[src/rtl/alu_sequencer.sv]
// Issue-side controller for a combinational ALU: accepts an instruction, reads the
// operands from a local register file, drives the ALU, captures and writes back the result.
module alu_sequencer #(
  parameter int unsigned WIDTH = 8,
  parameter int unsigned NREGS = 8,
  parameter int unsigned AW    = 3
) (
  input  logic             clk,
  input  logic             rst,
  input  logic             in_valid,
  output logic             in_ready,
  input  logic [4:0]       in_op,
  input  logic [AW-1:0]    in_rd,
  input  logic [AW-1:0]    in_ra,
  input  logic [AW-1:0]    in_rb,
  input  logic             in_imm_en,
  input  logic [WIDTH-1:0] in_imm,
  input  logic             ext_we,
  input  logic [AW-1:0]    ext_addr,
  input  logic [WIDTH-1:0] ext_data,
  output logic [WIDTH-1:0] alu_a,
  output logic [WIDTH-1:0] alu_b,
  output logic [3:0]       alu_sel,
  output logic             alu_cin,
  input  logic [WIDTH-1:0] alu_res,
  input  logic             alu_z,
  output logic             done_valid,
  input  logic             done_ready,
  output logic [WIDTH-1:0] done_data,
  output logic [AW-1:0]    done_rd,
  output logic             z_flag
);

  typedef enum logic [1:0] {IDLE, READ, EXEC, WRITE} state_t;

  state_t           state, state_next;
  logic [4:0]       op_q;
  logic [AW-1:0]    rd_q, ra_q, rb_q;
  logic             imm_en_q;
  logic [WIDTH-1:0] imm_q;
  logic [WIDTH-1:0] rf [NREGS];
  logic             accept_c;

  assign accept_c = in_valid & in_ready;

  // Next-state decode; WRITE holds until the consumer takes the result
  always_comb begin
    state_next = state;
    case (state)
      IDLE:    if (accept_c) state_next = READ;
      READ:    state_next = EXEC;
      EXEC:    state_next = WRITE;
      WRITE:   if (done_ready) state_next = IDLE;
      default: state_next = IDLE;
    endcase
  end

  always_ff @(posedge clk) begin
    if (rst) begin
      state      <= IDLE;
      in_ready   <= 1'b1;
      done_valid <= 1'b0;
      op_q       <= '0;
      rd_q       <= '0;
      ra_q       <= '0;
      rb_q       <= '0;
      imm_en_q   <= 1'b0;
      imm_q      <= '0;
      alu_a      <= '0;
      alu_b      <= '0;
      alu_sel    <= '0;
      alu_cin    <= 1'b0;
      done_data  <= '0;
      done_rd    <= '0;
      z_flag     <= 1'b0;
      for (int i = 0; i < int'(NREGS); i++) rf[i] <= '0;
    end else begin
      state      <= state_next;
      in_ready   <= (state_next == IDLE);
      done_valid <= (state_next == WRITE);

      if (accept_c) begin
        op_q     <= in_op;
        rd_q     <= in_rd;
        ra_q     <= in_ra;
        rb_q     <= in_rb;
        imm_en_q <= in_imm_en;
        imm_q    <= in_imm;
      end

      // Preload port is only live while idle, so it never races the write-back
      if (state == IDLE && ext_we) rf[ext_addr] <= ext_data;

      if (state == READ) begin
        alu_a   <= rf[ra_q];
        alu_b   <= imm_en_q ? imm_q : rf[rb_q];
        alu_sel <= op_q[4:1];
        alu_cin <= op_q[0];
      end

      // Write-back lands on the edge entering WRITE, together with the result capture
      if (state == EXEC) begin
        done_data <= alu_res;
        done_rd   <= rd_q;
        z_flag    <= alu_z;
        rf[rd_q]  <= alu_res;
      end
    end
  end

endmodule

[config.mk]
export PLATFORM = sky130hd
export DESIGN_NAME = alu_sequencer
export DESIGN_NICKNAME = d
export VERILOG_FILES = /design/src/rtl/alu_sequencer.sv
export SDC_FILE = /design/constraint.sdc
export NUM_CORES = 1
export LEC_CHECK = 0
export ABC_AREA = 1
export CAP_MARGIN = 20
export CORE_MARGIN = 2
export CORE_UTILIZATION = 30
export DETAILED_ROUTE_END_ITERATION = 7
export GPL_TIMING_DRIVEN = 0
export MAX_ROUTING_LAYER = met4
export PLACE_DENSITY = 0.48
export SLEW_MARGIN = 25
export SYNTH_ARGS = -nofsm -noshare
export SYNTH_HDL_FRONTEND = slang
export SYNTH_SLANG_ARGS = --single-unit
[constraint.sdc]
create_clock -name clk -period 5.3 [get_ports clk]
set_input_delay 1.06 -clock clk [delete_from_list [all_inputs] [get_ports clk]]
set_output_delay 1.06 -clock clk [all_outputs]
set_load 0.02 [all_outputs]
==> metrics.txt, run 1 <==
WL/cell roughly 17 um; fill count 2051; Total Wirelength 18900 um; # DRC 0; CTS Buffer Depth 2; most used cell, CP clkbuf_1; Syn Std Cell Area roughly 6000 um2; Remaining Overflow, GRT 0; crit path max-delay cell type clkbuf_1; R2R Path End rf[6][7]; worst r2r src state[0]; most frequent cells in the layout nand2_1, nor2_1, clkdlybuf4s50_1; fin. max-slew vios 0; final instance area about 7600 um2; placed inst area 7000 um2; Register Area between 3000 and 4000 um2; Post-Syn Instances a little over 700; max-cap violation count 0; first-pass GRT wire length between 20000 and 30000 um; total clock sinks 127; Internal Power between 0.0015 and 0.002 W; Synth Area per Inst just over 8 um2; port buffer count between 80 and 90; Leak approximately 3.1 nW; setup TNS 0 ps; Post-synth ARST share 0%; flip-flop and latch count after synthesis around 130; peak supply drop between 0.2 and 0.25 mV; Hold Path Origin z_flag; All-Layer GR Usage around a fifth; Met2 Wirelength 8790 um; num ports 83; hold depth 2; clock transition at the registers of the reported paths ~60 ps; area taken by multi-input logic gates around 2300 um2; PD cells ~380 nW/um2; final clock skew around 11 ps; Initial DRT Pass Iterations 5; status finished, final reports clean; net switching power just over 0.0009 W; post-CTS setup buffer count 0; Final setup viols 0; clk_lat worst skew between 400 and 500 ps; sequential share of power 40.5%; EDFF count, synth 64; clock power share approximately 39%; DIE AREA around 21000 um2; hold_buf cts 0; Crit. End Element register; Iteration-0 DRC Markers between 300 and 400; Metal-1 WL ~9000 um; post_cts resized 0; Hold Path Class register to register; RD Place Congestion 0.921; worst reg2reg path depth 7; Distinct cells, synth 23; Via density approximately 4.7; WL met3 about 910 um; number of diodes 0; number of global-route vias before repair 4833; Post-DRT Antenna Nets 0; crit-path max cell delay roughly 560 ps; CP required 5380 ps; WHS Endpoint z_flag; Vias about 5200; Comb power frac roughly 20%; Nets between 800 and 900; net count after synthesis 774; Worst setup SP type primary input; Root Driver clkbuf_16; H-tree level count 4; commonest non-fill, non-tap cell in the layout nand2_1; initial antenna violation count 0; largest net degree at the start of global routing 17; Slew Limit Headroom between 50% and 60%; dominant synthesized flop cell edfxtp_1; FMAX 344 MHz; CTS tree done; core area between 15000 and 20000 um2; share of layout cells above drive strength 1 between 7 and 8%; sequential fraction of the synthesis area a little over half; cell row count 51; Yosys Warn Count 0; critical-path cell list clkdlybuf4s50_1, inv_2, clkbuf_1, clkbuf_1, nand2_1; Die X 144 um; Crit Path Max Fanout 10; final hold viol count 0; slew of the pin with the lowest slew margin 666 ps; Tmin final about 2900 ps; DR top layer met4; critical path type primary input to register; area grow syn2layout 29.4%; RSZ-0062 raised after global routing false; crit share post-route about 55%; die height between 100 and 150 um; R2R Setup Slk around 3300 ps; HPWL Detailed 13700 um; Initial Utilization a little under a third; TritonCTS buffer count 17; Sw Ratio roughly 32%; Crit path arrival time ~3000 ps
cell type report:
cell class	instances	share of cell area [%]
buffer	42	2.32
clock buffer	18	5.96
clock inverter	14	1.54
inverter	46	2.28
multi-input combinational	511	30.6
sequential	127	42.1
tap	265	4.38
timing repair buffer	82	10.9
power by group through the flow:
stage	clock network [W]	logic, W	registers, W
after floorplan	0	0.000301	0.00122
after global placement	0	0.000583	0.00119
after detailed placement	0	0.000584	0.00119
after CTS	0.00116	0.000586	0.00117
after global routing	0.00121	0.000644	0.00118
final	0.00114	0.000584	0.00117
per-layer routing:
| layer | up-vias | GRT usage, % |
|---|---|---|
| met4 | 0 | 5.11 |
| li1 | 2599 | - |
| met5 | - | - |
| met3 | 13 | 3.53 |
| met2 | 135 | 29.8 |
| met1 | 2436 | 26.9 |
per-stage QoR:
step / cells / util, % / total power (W) / hold slack [ps] / setup slack, ps
final: 1105 / 39.2 / 0.00290 / 479 / 2390
after global routing: 1105 / 39.2 / 0.00303 / 511 / 2240
after CTS: 1105 / 39.2 / 0.00292 / 483 / 2350
after detailed placement: 1073 / 36.3 / 0.00178 / 472 / 1940
after global placement: 1073 / 36.3 / 0.00178 / 465 / 1940
after floorplan: 726 / - / 0.00152 / 445 / 2910
sequential cells by signal, indices dropped and copies added, names as in the netlist, named ones only:
| register | cells |
|---|---|
| rd_q | 3 |
| rb_q | 3 |
| done_valid | 1 |
| alu_b | 8 |
| alu_a | 8 |
| alu_sel | 4 |
| done_data | 8 |
| rf | 64 |
| done_rd | 3 |
| state | 2 |
| in_ready | 1 |
| ra_q | 3 |
| imm_en_q | 1 |
| op_q | 5 |
| imm_q | 8 |
| z_flag | 1 |
| alu_cin | 1 |
worst max path at each step:
stage | from | end | slack, ps | cells after the start
finish | rst | rf[1][6] | 2390 | 5
global route | rst | rf[0][0] | 2240 | 5
CTS | rst | rf[1][6] | 2350 | 5
detailed placement | rst | rf[1][0] | 1940 | 5
global placement | rst | rf[1][6] | 1940 | 5
floorplan | rst | rf[0][0] | 2910 | 8
cell usage after synthesis (3+ instances only):
cell type	instances	area, um2
clkinv_1	3	11.3
buf_2	8	40.0
o21ai_0	73	365
nand2_2	6	37.5
nand2_1	160	601
nand2_4	5	56.3
clkbuf_1	33	124
o211ai_1	13	97.6
nand3_1	76	380
nor2_1	138	518
a21oi_1	30	150
edfxtp_1	64	1920
inv_2	3	11.3
nor2_4	4	45.0
inv_1	40	150
dfxtp_1	63	1260
logic make-up (layout without fill, tap and decap cells):
| group | after synthesis | in the layout | share of synthesized area (%) |
|---|---|---|---|
| flip-flops | 127 | 127 | 54.5 |
| AND/OR/NAND/NOR | 392 | 392 | 28.4 |
| buffers and inverters | 88 | 202 | 5.95 |
| AO/OA/AOI/OAI | 119 | 119 | 11.2 |
worst max-delay path: cells and delay by family:
kind,cells,cell delay (ps)
and+or+nand+nor,1,400
buffers and inverters,4,1510
Note: power is estimated with default switching activity, not from simulation.
==> inputs of run 2 (changes only) <==
--- a/config.mk
+++ b/config.mk
@@ -12,7 +12,7 @@
 export DETAILED_ROUTE_END_ITERATION = 7
 export GPL_TIMING_DRIVEN = 0
 export MAX_ROUTING_LAYER = met4
-export PLACE_DENSITY = 0.48
+export PLACE_DENSITY = 0.5
 export SLEW_MARGIN = 25
 export SYNTH_ARGS = -nofsm -noshare
 export SYNTH_HDL_FRONTEND = slang
==> constraint.sdc (replaced) <==
create_clock -name clk -period 2.45 [get_ports clk]
set_input_delay 0.49 -clock clk [delete_from_list [all_inputs] [get_ports clk]]
set_output_delay 0.49 -clock clk [all_outputs]
set_load 0.02 [all_outputs]
==> run 2 against run 1 <==
Against the previous run:
- clock skew decreased by 5.3 ps
- clock power increased by 130%
- first-iteration DRC count grew 19%
- flip-flop and latch count unchanged
- cell count unchanged
- via count increased by 0.96%
- largest cell class unchanged
==> metrics.txt, run 2 (synthesis gave the netlist of run 1 again) <==
slew of the pin with the lowest slew margin between 500 and 600 ps; # placed instances between 1000 and 1500; port buffer count just over 80; CTS Buffer Depth 2; Worst setup SP type primary input; die height between 100 and 150 um; Total Wirelength approximately 19000 um; worst reg2reg path depth 7; critical path type primary input to register; critical-path cell list clkdlybuf4s50_1, inv_2, nand3_2, inv_1, nand2_1, a21oi_4, nand2_2, nand2_1; most used cell, CP nand2_1; Hold Path Class register to register; Post-DRT Antenna Nets 0; final clock skew between 5 and 6 ps; Hold WS between 400 and 500 ps; share of layout cells above drive strength 1 under 10%; commonest non-fill, non-tap cell in the layout nand2_1; peak supply drop ~0.47 mV; crit share post-route between 90% and 100%; crit-path max cell delay 480 ps; Iteration-0 DRC Markers around 400; status finished, final reports clean; crit path to rf[2][6]; most frequent cells in the layout nand2_1, nor2_1, clkdlybuf4s50_1; area grow syn2layout 30.1%; All-Layer GR Usage between 10% and 20%; TritonCTS buffer count 17; final setup margin between 150 and 200 ps; post-CTS setup buffer count 0; initial antenna violation count 0; clk_lat worst skew between 400 and 500 ps; Crit path arrival time 2340 ps; Crit Path Max Fanout 9; hold_buf cts 0; CP required about 2500 ps; RD Place Congestion 0.970; Via density between 4 and 5; Remaining Overflow, GRT 0; Crit. End Element register; final hold viol count 0; Die X between 100 and 150 um; Initial Utilization 30.3%; num ports 83; Leak 3.12 nW; HPWL Detailed between 10000 and 15000 um; worst r2r src state[0]; Core Util, Final 39.5%; number of global-route vias before repair about 4900; largest net degree at the start of global routing 17; FMAX 444 MHz; Slew Limit Headroom 62.3%; fin cells approximately 1100; Final setup viols 0; clock transition at the registers of the reported paths about 60 ps; R2R Path End rf[2][6]; PD cells 840 nW/um2; first-pass GRT wire length between 20000 and 30000 um; H-tree level count 4; cell row count just over 50; crit path max-delay cell type clkdlybuf4s50_1; fin. max-slew vios 0; Vias roughly 5200; # DRC 0; setup TNS 0 ps; Tmin final approximately 2300 ps; Nets 875; DIE AREA 20600 um2; WL/cell between 15 and 20 um; Reg with most FFs rf; max reg flops between 60 and 70; Root Driver clkbuf_16; Initial DRT Pass Iterations 5; pre-CTS setup slack -320 ps; Worst Setup SP rst; post_cts resized 0; total clock sinks 127; R2R Setup Slk between 300 and 400 ps; CTS tree done; max-cap violation count 0; RSZ-0062 raised after global routing false; core area between 15000 and 20000 um2; number of diodes 0
[run 2: cell count changes in the layout (fill, tap and decap cells not counted), sizes merged]
cell	previous run	this run
bufinv	0	1
clkbuf	51	53
clkinv	6	5
clkinvlp	0	1
inv	54	51
[run 2: cell type report]
type                       count  area [um2]
clock inverter                12         116
fill                        1982       11700
tap                          265         332
sequential                   127        3180
inverter                      46         173
clock buffer                  20         489
multi-input combinational    511        2310
buffer                        42         176
timing repair buffer          82         821
[run 2: metal layers]
layer,vias up,share of wire [%],track usage (%)
met4,0,2.1,7.33
met3,29,5.4,3.93
li1,2598,-,-
met2,167,45,28.8
met5,-,0,-
met1,2439,48,26.7
[run 2: metrics by stage]
step | total power, W | cell area [um2]
after floorplan | 0.00329 | 5840
after global placement | 0.00385 | 7000
after detailed placement | 0.00385 | 7000
after CTS | 0.00643 | 7600
after global routing | 0.00667 | 7600
final | 0.00638 | 7600
[run 2: worst min path at each step]
stage,startpoint,endpoint,slack (ps),cells past startpoint
5_1_grt,done_rd[2],done_rd[2],490,2
4_1_cts,done_rd[2],done_rd[2],480,2
6_report,z_flag,z_flag,470,2
2_1_floorplan,rd_q[0],rd_q[0],440,2
3_5_place_dp,done_rd[2],done_rd[2],470,2
3_3_place_gp,z_flag,z_flag,470,2
[run 2: power by group]
part / switching [W] / internal (W)
clock: 0.00101 / 0.00156
combinational: 0.000830 / 0.000440
sequential: 0.000112 / 0.00243
[run 2: critical path, delay by kind of cell]
kind	cells	cell delay, ps
AND/OR/NAND/NOR	4	810
buffers and inverters	3	730
AO/OA/AOI/OAI	1	310
==> inputs of run 3 (changes only) <==
--- a/config.mk
+++ b/config.mk
@@ -6,8 +6,9 @@
 export NUM_CORES = 1
 export LEC_CHECK = 0
 export ABC_AREA = 1
+export ABC_CLOCK_PERIOD_IN_PS = 2450
 export CAP_MARGIN = 20
-export CORE_MARGIN = 2
+export CORE_MARGIN = 5
 export CORE_UTILIZATION = 30
 export DETAILED_ROUTE_END_ITERATION = 7
 export GPL_TIMING_DRIVEN = 0
==> run 3 against run 2 <==
Against the previous run:
- count of clock-buffer cells in the layout unchanged
- first-iteration DRC count increased by 1.5%
- worst hold slack improved by 11 ps
- register-to-register slack about the same
- die area increased by 8.5%
- via count increased by 0.15%
- critical path depth increased by 2
- worst setup slack improved by 2.6 ps
- cell area decreased by 0.43%
- non-clock buffer count unchanged
- global-route usage decreased by 1.8 points
- largest cell class unchanged
==> metrics.txt, run 3 (synthesis gave the netlist of run 1 again) <==
pre-CTS setup slack -356 ps; Crit. End Element register; largest net degree at the start of global routing 17; initial antenna violation count 0; All-Layer GR Usage between 15 and 20%; Initial DRT Pass Iterations 5; H-tree level count 4; CTS Buffer Depth 2; fin cells 1105; post-CTS setup buffer count 0; Hold Path Class register to register; FMAX approximately 440 MHz; Post-DRT Antenna Nets 0; total clock sinks 127; num ports a little over 80; core area approximately 19000 um2; max reg flops 64; RD Place Congestion about 0.91; sequential share of power approximately two fifths; Initial Utilization between 30% and 40%; Internal Power ~0.0043 W; peak supply drop 0.408 mV; crit path max-delay cell type clkdlybuf4s50_1; most frequent cells in the layout nand2_1, nor2_1, clkdlybuf4s50_1; PD cells about 830 nW/um2; number of diodes 0; # placed instances around 1100; Sw Ratio 31.3%; Die X about 150 um; Reg with most FFs rf; Nets 875; Crit Path Max Fanout 10; port buffer count 82; clock power share a little under 40%; clk_lat worst skew 420 ps; CP required approximately 2500 ps; Via density between 4 and 5; Total Wirelength around 19000 um; fin. max-slew vios 0; first-pass GRT wire length around 29000 um; setup TNS 0 ps; Iteration-0 DRC Markers between 400 and 500; status finished, final reports clean; slew of the pin with the lowest slew margin 612 ps; cell row count between 50 and 60; most used cell, CP inv_2; final clock skew roughly 8.4 ps; area grow syn2layout 29.5%; fill count 2033; share of layout cells above drive strength 1 between 7 and 8%; Tmin final approximately 2200 ps; critical path type primary input to register; WL/cell 17.2 um; HPWL Detailed ~14000 um; commonest non-fill, non-tap cell in the layout nand2_1; die height between 100 and 150 um; # DRC 0; Comb power frac just over 20%; crit share post-route about nine tenths; max-cap violation count 0; Slew Limit Headroom 59.2%; RSZ-0062 raised after global routing false; crit-path max cell delay between 500 and 600 ps; TritonCTS buffer count 17; Crit path arrival time roughly 2300 ps; Worst setup SP type primary input; Final setup viols 0; final hold viol count 0; critical-path cell list clkdlybuf4s50_1, inv_2, nand3_2, buf_6, nand2_2, o21ai_2, inv_2, nor2_4, nand2_4, nand2_1; Remaining Overflow, GRT 0; clock transition at the registers of the reported paths roughly 60 ps; DIE AREA between 20000 and 25000 um2; Root Driver clkbuf_16; R2R Setup Slk ~390 ps; final setup margin approximately 200 ps; net switching power about 0.0020 W; Leak 3.10 nW; CTS tree done; Vias 5241; number of global-route vias before repair a little under 5000
[run 3: through the flow]
| step | hold WS [ps] | total power (W) | instance area (um2) | util (%) |
|---|---|---|---|---|
| after floorplan | 445 | 0.00329 | 5840 | - |
| after global placement | 465 | 0.00384 | 7000 | 36.2 |
| after detailed placement | 469 | 0.00385 | 7000 | 36.2 |
| after CTS | 479 | 0.00629 | 7570 | 39.1 |
| after global routing | 501 | 0.00654 | 7570 | 39.2 |
| final | 481 | 0.00626 | 7570 | 39.2 |
[run 3: critical path: cells and delay by family]
kind	cells	cell delay (ps)
simple gates	5	820
compound gates	1	120
buf+inv	4	890
[run 3: final cells by class]
| cell class | count | area [um2] | area share, % |
|---|---|---|---|
| Sequential cell | 127 | 3180 | 42.0 |
| Multi-Input combinational cell | 511 | 2320 | 30.6 |
| Timing Repair Buffer | 82 | 821 | 10.8 |
| Clock buffer | 20 | 479 | 6.33 |
| Tap cell | 265 | 332 | 4.38 |
| Buffer | 42 | 176 | 2.33 |
| Inverter | 46 | 173 | 2.28 |
| Clock inverter | 12 | 91.3 | 1.21 |
[run 3: final timing paths]
path	from	endpoint	cells past startpoint
setup reg to reg	state[1]	rf[2][5]	6
setup / recovery	rst	rf[1][7]	10
hold / removal	z_flag	z_flag	2
hold reg to reg	z_flag	z_flag	2
[run 3: timing repair]
| item | in CTS | in global routing |
|---|---|---|
| hold buffers | 0 | 0 |
| endpoints found under the setup margin | 0 | 24 |
| resized for setup | 0 | 3 |
[run 3: power by group through the flow]
stage | Sequential [W] | Combinational [W] | Clock (W)
floorplan | 0.00264 | 0.000651 | 0
global placement | 0.00258 | 0.00126 | 0
detailed placement | 0.00258 | 0.00127 | 0
CTS | 0.00254 | 0.00127 | 0.00249
global route | 0.00256 | 0.00139 | 0.00259
finish | 0.00253 | 0.00127 | 0.00246
[run 3: layer usage]
layer	global-route usage (%)	routed length [um]	vias to the layer above
met4	4.90	236	0
li1	-	-	2596
met2	26.7	8700	136
met1	24.2	9090	2491
met3	3.85	946	18
met5	-	0	-
